`config.mk`:
```
export PLATFORM = sky130hd
export DESIGN_NAME = jze_predictor
export DESIGN_NICKNAME = d
export VERILOG_FILES = /design/src/rtl/jze_predictor.sv
export SDC_FILE = /design/constraint.sdc
export NUM_CORES = 1
export LEC_CHECK = 0
export ABC_CLOCK_PERIOD_IN_PS = 2490
export CORE_ASPECT_RATIO = 1.2
export CORE_MARGIN = 1.5
export CORE_UTILIZATION = 40
export DETAILED_ROUTE_END_ITERATION = 8
export SYNTH_ARGS = -nofsm -noshare
export SYNTH_HDL_FRONTEND = slang
export SYNTH_SLANG_ARGS = --single-unit
export TNS_END_PERCENT = 50
```
`constraint.sdc`:
```
create_clock -name clk -period 2.49 [get_ports clk]
set_input_delay 0.498 -clock clk [delete_from_list [all_inputs] [get_ports clk]]
set_output_delay 0.498 -clock clk [all_outputs]
set_load 0.005 [all_outputs]
```
`src/rtl/jze_predictor.sv`:
```
// JZE branch-direction predictor: 2-bit saturating counter table indexed by low PC bits.
// Optional statistics outputs pred_count/miss_count are enabled with JZE_PRED_STATS_EN.
module jze_predictor #(
  parameter int unsigned IDX_W    = 4,
  parameter logic [1:0]  CTR_INIT = 2'b01,
  parameter int unsigned MAX_WAIT = 32
) (
  input  logic        clk,
  input  logic        reset,
  input  logic [15:0] pc,
  input  logic        is_jze,
  input  logic        pred_req,
  input  logic        checked,
  input  logic        incorrect_pred,
  input  logic        correct_pred,
  output logic [1:0]  aux_pred_type,
  output logic        aux_last_pred,
  output logic        flush,
  output logic        timeout,
  output logic        busy
`ifdef JZE_PRED_STATS_EN
  ,
  output logic [15:0] pred_count,
  output logic [15:0] miss_count
`endif
);

  localparam int unsigned DEPTH     = 1 << IDX_W;
  localparam logic [7:0]  WAIT_LAST = 8'(MAX_WAIT - 1);

  typedef enum logic [1:0] {
    S_IDLE,
    S_WAIT_CHK,
    S_UPDATE
  } state_e;

  state_e             state_q, state_d;
  logic [1:0]         ctr_q [DEPTH];
  logic [1:0]         ctr_d [DEPTH];
  logic [IDX_W-1:0]   idx_q, idx_d;
  logic [7:0]         wait_cnt_q, wait_cnt_d;
  logic               checked_prev_q, checked_prev_d;
  logic               outcome_q, outcome_d;
  logic [1:0]         pred_type_q, pred_type_d;
  logic               last_pred_q, last_pred_d;
  logic               flush_q, flush_d;
  logic               timeout_q, timeout_d;
  logic               busy_q, busy_d;
  logic               chk_edge;
  logic [1:0]         cur_ctr;
  logic               unused_pc_hi;

  always_comb begin
    chk_edge       = checked & ~checked_prev_q;
    checked_prev_d = checked;
    cur_ctr        = ctr_q[idx_q];
    unused_pc_hi   = ^pc[15:IDX_W];

    state_d     = state_q;
    ctr_d       = ctr_q;
    idx_d       = idx_q;
    wait_cnt_d  = wait_cnt_q;
    outcome_d   = outcome_q;
    pred_type_d = pred_type_q;
    last_pred_d = last_pred_q;
    flush_d     = 1'b0;
    timeout_d   = 1'b0;

    case (state_q)
      S_IDLE: begin
        if (pred_req) begin
          if (is_jze) begin
            last_pred_d = ctr_q[pc[IDX_W-1:0]][1];
            pred_type_d = 2'b01;
            idx_d       = pc[IDX_W-1:0];
            wait_cnt_d  = '0;
            state_d     = S_WAIT_CHK;
          end else begin
            pred_type_d = 2'b00;
          end
        end
      end
      S_WAIT_CHK: begin
        wait_cnt_d = wait_cnt_q + 8'd1;
        // A check edge in the final wait cycle takes priority over the timeout.
        if (chk_edge) begin
          outcome_d = correct_pred;
          flush_d   = incorrect_pred;
          state_d   = S_UPDATE;
        end else if (wait_cnt_d == WAIT_LAST) begin
          timeout_d   = 1'b1;
          pred_type_d = 2'b00;
          state_d     = S_IDLE;
        end
      end
      S_UPDATE: begin
        if (outcome_q) begin
          ctr_d[idx_q] = (cur_ctr == 2'b11) ? cur_ctr : cur_ctr + 2'd1;
        end else begin
          ctr_d[idx_q] = (cur_ctr == 2'b00) ? cur_ctr : cur_ctr - 2'd1;
        end
        pred_type_d = 2'b00;
        state_d     = S_IDLE;
      end
      default: state_d = S_IDLE;
    endcase

    busy_d = (state_d != S_IDLE);
  end

  always_ff @(posedge clk or posedge reset) begin
    if (reset) begin
      state_q        <= S_IDLE;
      for (int unsigned i = 0; i < DEPTH; i++) ctr_q[i] <= CTR_INIT;
      idx_q          <= '0;
      wait_cnt_q     <= '0;
      checked_prev_q <= 1'b0;
      outcome_q      <= 1'b0;
      pred_type_q    <= '0;
      last_pred_q    <= 1'b0;
      flush_q        <= 1'b0;
      timeout_q      <= 1'b0;
      busy_q         <= 1'b0;
    end else begin
      state_q        <= state_d;
      ctr_q          <= ctr_d;
      idx_q          <= idx_d;
      wait_cnt_q     <= wait_cnt_d;
      checked_prev_q <= checked_prev_d;
      outcome_q      <= outcome_d;
      pred_type_q    <= pred_type_d;
      last_pred_q    <= last_pred_d;
      flush_q        <= flush_d;
      timeout_q      <= timeout_d;
      busy_q         <= busy_d;
    end
  end

  assign aux_pred_type = pred_type_q;
  assign aux_last_pred = last_pred_q;
  assign flush         = flush_q;
  assign timeout       = timeout_q;
  assign busy          = busy_q;

`ifdef JZE_PRED_STATS_EN
  logic [15:0] pred_cnt_q, pred_cnt_d;
  logic [15:0] miss_cnt_q, miss_cnt_d;

  always_comb begin
    pred_cnt_d = pred_cnt_q;
    miss_cnt_d = miss_cnt_q;
    if ((state_q == S_IDLE) && pred_req && is_jze && (pred_cnt_q != '1)) begin
      pred_cnt_d = pred_cnt_q + 16'd1;
    end
    if (flush_d && (miss_cnt_q != '1)) begin
      miss_cnt_d = miss_cnt_q + 16'd1;
    end
  end

  always_ff @(posedge clk or posedge reset) begin
    if (reset) begin
      pred_cnt_q <= '0;
      miss_cnt_q <= '0;
    end else begin
      pred_cnt_q <= pred_cnt_d;
      miss_cnt_q <= miss_cnt_d;
    end
  end

  assign pred_count = pred_cnt_q;
  assign miss_count = miss_cnt_q;
`endif

endmodule

```
==> impl_metrics.py <==
metrics = {
    "power_and_ir_drop": {
        "cellLeakagePower_nw": 1.42,
        "power_density_nw_per_um2": 883,
        "power.ir.vdd_worst_uv": 390,
    },
    "critical_path": {
        "chain_of_cells_forming_the_critical_path": "mux4_1 -> mux2_2 -> maj3_2 -> mux2_2",
        "data_arrival_at_the_endpoint_of_the_critical_path_ns": 2.47,
        "critical_path.max_stage_delay_ns": 0.65,
        "path_class": "flip-flop to flip-flop",
        "critical_path.top_delay_family": "multiplexers",
        "cpMostUsedCell": "mux2_2",
        "worstReg2RegStart": "idx_q[1]",
        "crit_path_start_kind": "flip-flop",
        "timing.critical_path.to_type": "flip-flop",
        "setup.reg_to_reg.worst_slack_ns": 0.21,
        "slowest_stage": "mux4_1",
        "required_ns": 2.68,
        "worst-path-max-fanout": 8,
        "buffers_plus_inverters_on_the_worst_setup_path": 0,
        "critPathLaunch": "idx_q[1]",
    },
    "place": {
        "place.detailed.hpwl_mm": 3.94,
        "numPortBuffers": 15,
        "place.gp.congestion": 0.779,
    },
    "global_routing": {
        "grt_pass1_wl_mm": 9.34,
        "grt_start_max_net_pins": 54,
        "globalRouteTotalUtil_pct": 16.1,
        "overflow_left_after_global_routing": 0,
        "antenna_violations_before_repair": 0,
        "first_global_vias": 1950,
    },
    "drt": {
        "first_iter_violations": 93,
        "drc_violation_count_after_routing": 0,
        "num_vias": 1881,
        "postRouteAntennaNets": 0,
        "totalWireLength_mm": 5.51,
        "drt_pass1_iterations": 4,
        "detail_route.vias_per_cell": 5.60,
        "wire_per_inst_um": 16.4,
    },
    "sta": {
        "clock_skew_ns": 0.00664,
        "report.final.setup_viol": 0,
        "rsz0062_at_grt": "false",
        "setup-tns-final_ns": 0,
        "final-hold-violation-count": 0,
        "final_max_tran_viols": 0,
        "timing.slew.headroom_pct": 57.9,
        "worst-slew-pin-transition_ns": 0.623,
        "fmax_mhz": 439,
        "min_period_ns": 2.28,
        "min_period_over_period_pct": 91.5,
    },
    "die": {
        "initial_utilization_pct": 41.7,
        "die_w_um": 80.4,
        "rows": 33,
        "top_level_ports": 29,
        "core-area_um2": 6900,
        "design.die.area_um2": 7710,
        "height_of_the_die_um": 95.9,
    },
    "logic_synthesis": {
        "synth_top_flop_cell": "dfrtp_1",
        "yosysUniqueCellTypes": 41,
        "synth_nets": 260,
        "synthesis.instances": 232,
        "ys_ff_latch": 53,
        "synth-async-reset-ratio_pct": 100,
        "cell_taking_the_most_area_after_synthesis": "dfrtp_1",
        "area_of_the_mapped_netlist_um2": 2880,
        "synth-seq-area-share_pct": 46.8,
        "synthDominantCellAreaShare_pct": 32.2,
        "synth_edf_count": 0,
        "top_area_cells_in_the_synthesized_netlist": "dfrtp_1 32%, mux2_2 17%, dfstp_2 15%",
        "number_of_synthesis_warnings": 0,
        "syn_area_per_cell_um2": 12.4,
    },
    "hold_path": {
        "hold_class": "flip-flop to flip-flop",
        "worst_min_delay_path_startpoint": "aux_last_pred",
    },
    "clock_network": {
        "deepest_level_of_the_cts_h_tree": 2,
        "cts.root.buffer_cell": "clkbuf_8",
        "cts_setup_buffers": 0,
        "ctsLongestPathBuffers": 2,
        "cts_tree": "done",
        "post_cts_resized": 0,
        "clock_sink_count": 53,
        "cts-hold-fix-buffers": 0,
        "insertion_delay_ns": 0.30,
        "total_cts_buffers": 5,
        "clock_pin_slew_on_the_worst_setup_and_hold_paths_ns": 0.09,
    },
    "cells_and_area": {
        "layout.core_utilization_pct": 46.6,
        "area.growth.synth_to_final_pct": 11.7,
        "layout.nets": 276,
        "count_of_antenna_diodes_in_the_layout": 0,
        "share_of_cells_above_drive_strength_1_pct": 32.5,
    },
    "job": {
        "maxCapViolCount": 0,
    },
    "run_status": {
        "run_status": "finished, final reports clean",
    },
}
## cell families (layout without fill, tap and decap cells)
logic type | after synthesis | after routing | synth area share, %
compound gates | 28 | 28 | 6.70
simple gates | 65 | 65 | 11.3
xor+xnor | 2 | 2 | 0.609
fa+ha+maj | 8 | 8 | 3.35
mux | 57 | 57 | 28.3
other cells | 1 | 1 | 0.130
flops | 53 | 53 | 46.8
buf+inv | 18 | 35 | 2.79
## per-layer routing
metal	GRT usage [%]	share of wire, %
met1	20.8	46
met2	26.6	50
met3	3.41	2.7
met4	5.89	1.4
met5	0	0
## synth_stat cells, types with 2 or more instances
cell and n:
a21boi_0 3, a21o_1 3, a22o_1 4, and3_1 3
clkbuf_1 8, dfrtp_1 37, dfstp_2 16, ha_1 5
inv_1 7, maj3_2 3, mux2_2 43, mux4_1 7
mux4_2 6, nand2_1 18, nand2b_1 5, nand3_1 5
nand3b_1 5, nor2_1 16, nor3_1 4, nor3b_1 2
o21a_1 2, o21ai_0 9, or3_1 2, xor2_1 2
## registers in the layout, summed over array words and instances, names as in the netlist
register	flops
timeout	1
state_q	2
aux_last_pred	1
outcome_q	1
checked_prev_q	1
busy	1
aux_pred_type	1
wait_cnt_q	8
ctr_q	32
flush	1
idx_q	4
## cell type report
type                    instances  area (µm²)
clock buffers                   7        76.3
well taps                      87         109
clock inverters                 1        5.00
repair buffers                 20         200
inverters                       7        26.3
fillers                       644        3680
multi-input cells             161        1450
flip-flops and latches         53        1350
## cell usage in the layout, fill, tap and decap left out, types with 2 or more instances in the layout
master / instances
mux2_2: 43
dfrtp_1: 37
nand2_1: 18
nor2_1: 16
dfstp_2: 16
clkdlybuf4s50_1: 15
o21ai_0: 9
mux4_1: 7
mux4_2: 6
inv_1: 6
nand2b_1: 5
nand3_1: 5
nand3b_1: 5
ha_1: 5
clkbuf_8: 5
a22o_1: 4
nor3_1: 4
buf_4: 4
a21boi_0: 3
a21o_1: 3
and3_1: 3
maj3_2: 3
nor3b_1: 2
o21a_1: 2
xor2_1: 2
or3_1: 2
clkbuf_1: 2
## power by group
part | leakage (nW) | switching, W | total (W) | internal, W
Sequential | 0.663 | 0.000224 | 0.00136 | 0.00113
Combinational | 0.716 | 0.000480 | 0.00101 | 0.000529
Clock | 0.0422 | 0.000272 | 0.000470 | 0.000198
Total | 1.42 | 0.000975 | 0.00284 | 0.00186
## per-stage QoR
step	hold slack, ns	setup WS [ns]	std cells	power, W	area [µm²]
after global routing	0.561	0.153	336	0.00303	3210
after global placement	0.493	-0.0480	328	0.00235	3130
final	0.524	0.211	336	0.00284	3210
after floorplan	0.489	0.408	232	0.00208	2880
after CTS	0.530	0.214	336	0.00287	3210
after detailed placement	0.513	-0.0911	328	0.00239	3130
## path summary, 6_finish.rpt
kind | end | depth (start not counted)
max | ctr_q[11] | 4
min | aux_last_pred | 1
max reg2reg | ctr_q[11] | 4
min reg2reg | aux_last_pred | 1
max in group asynchronous | ctr_q[14] | 3
min in group asynchronous | ctr_q[31] | 3
## worst reg2reg max path: cells and delay by family (launching register included)
kind / cells / cell delay, ns
flip-flops: 1 / 0.58
multiplexers: 3 / 1.23
adder cells (fa/ha/maj): 1 / 0.37
Note: power is estimated with default switching activity, not from simulation.
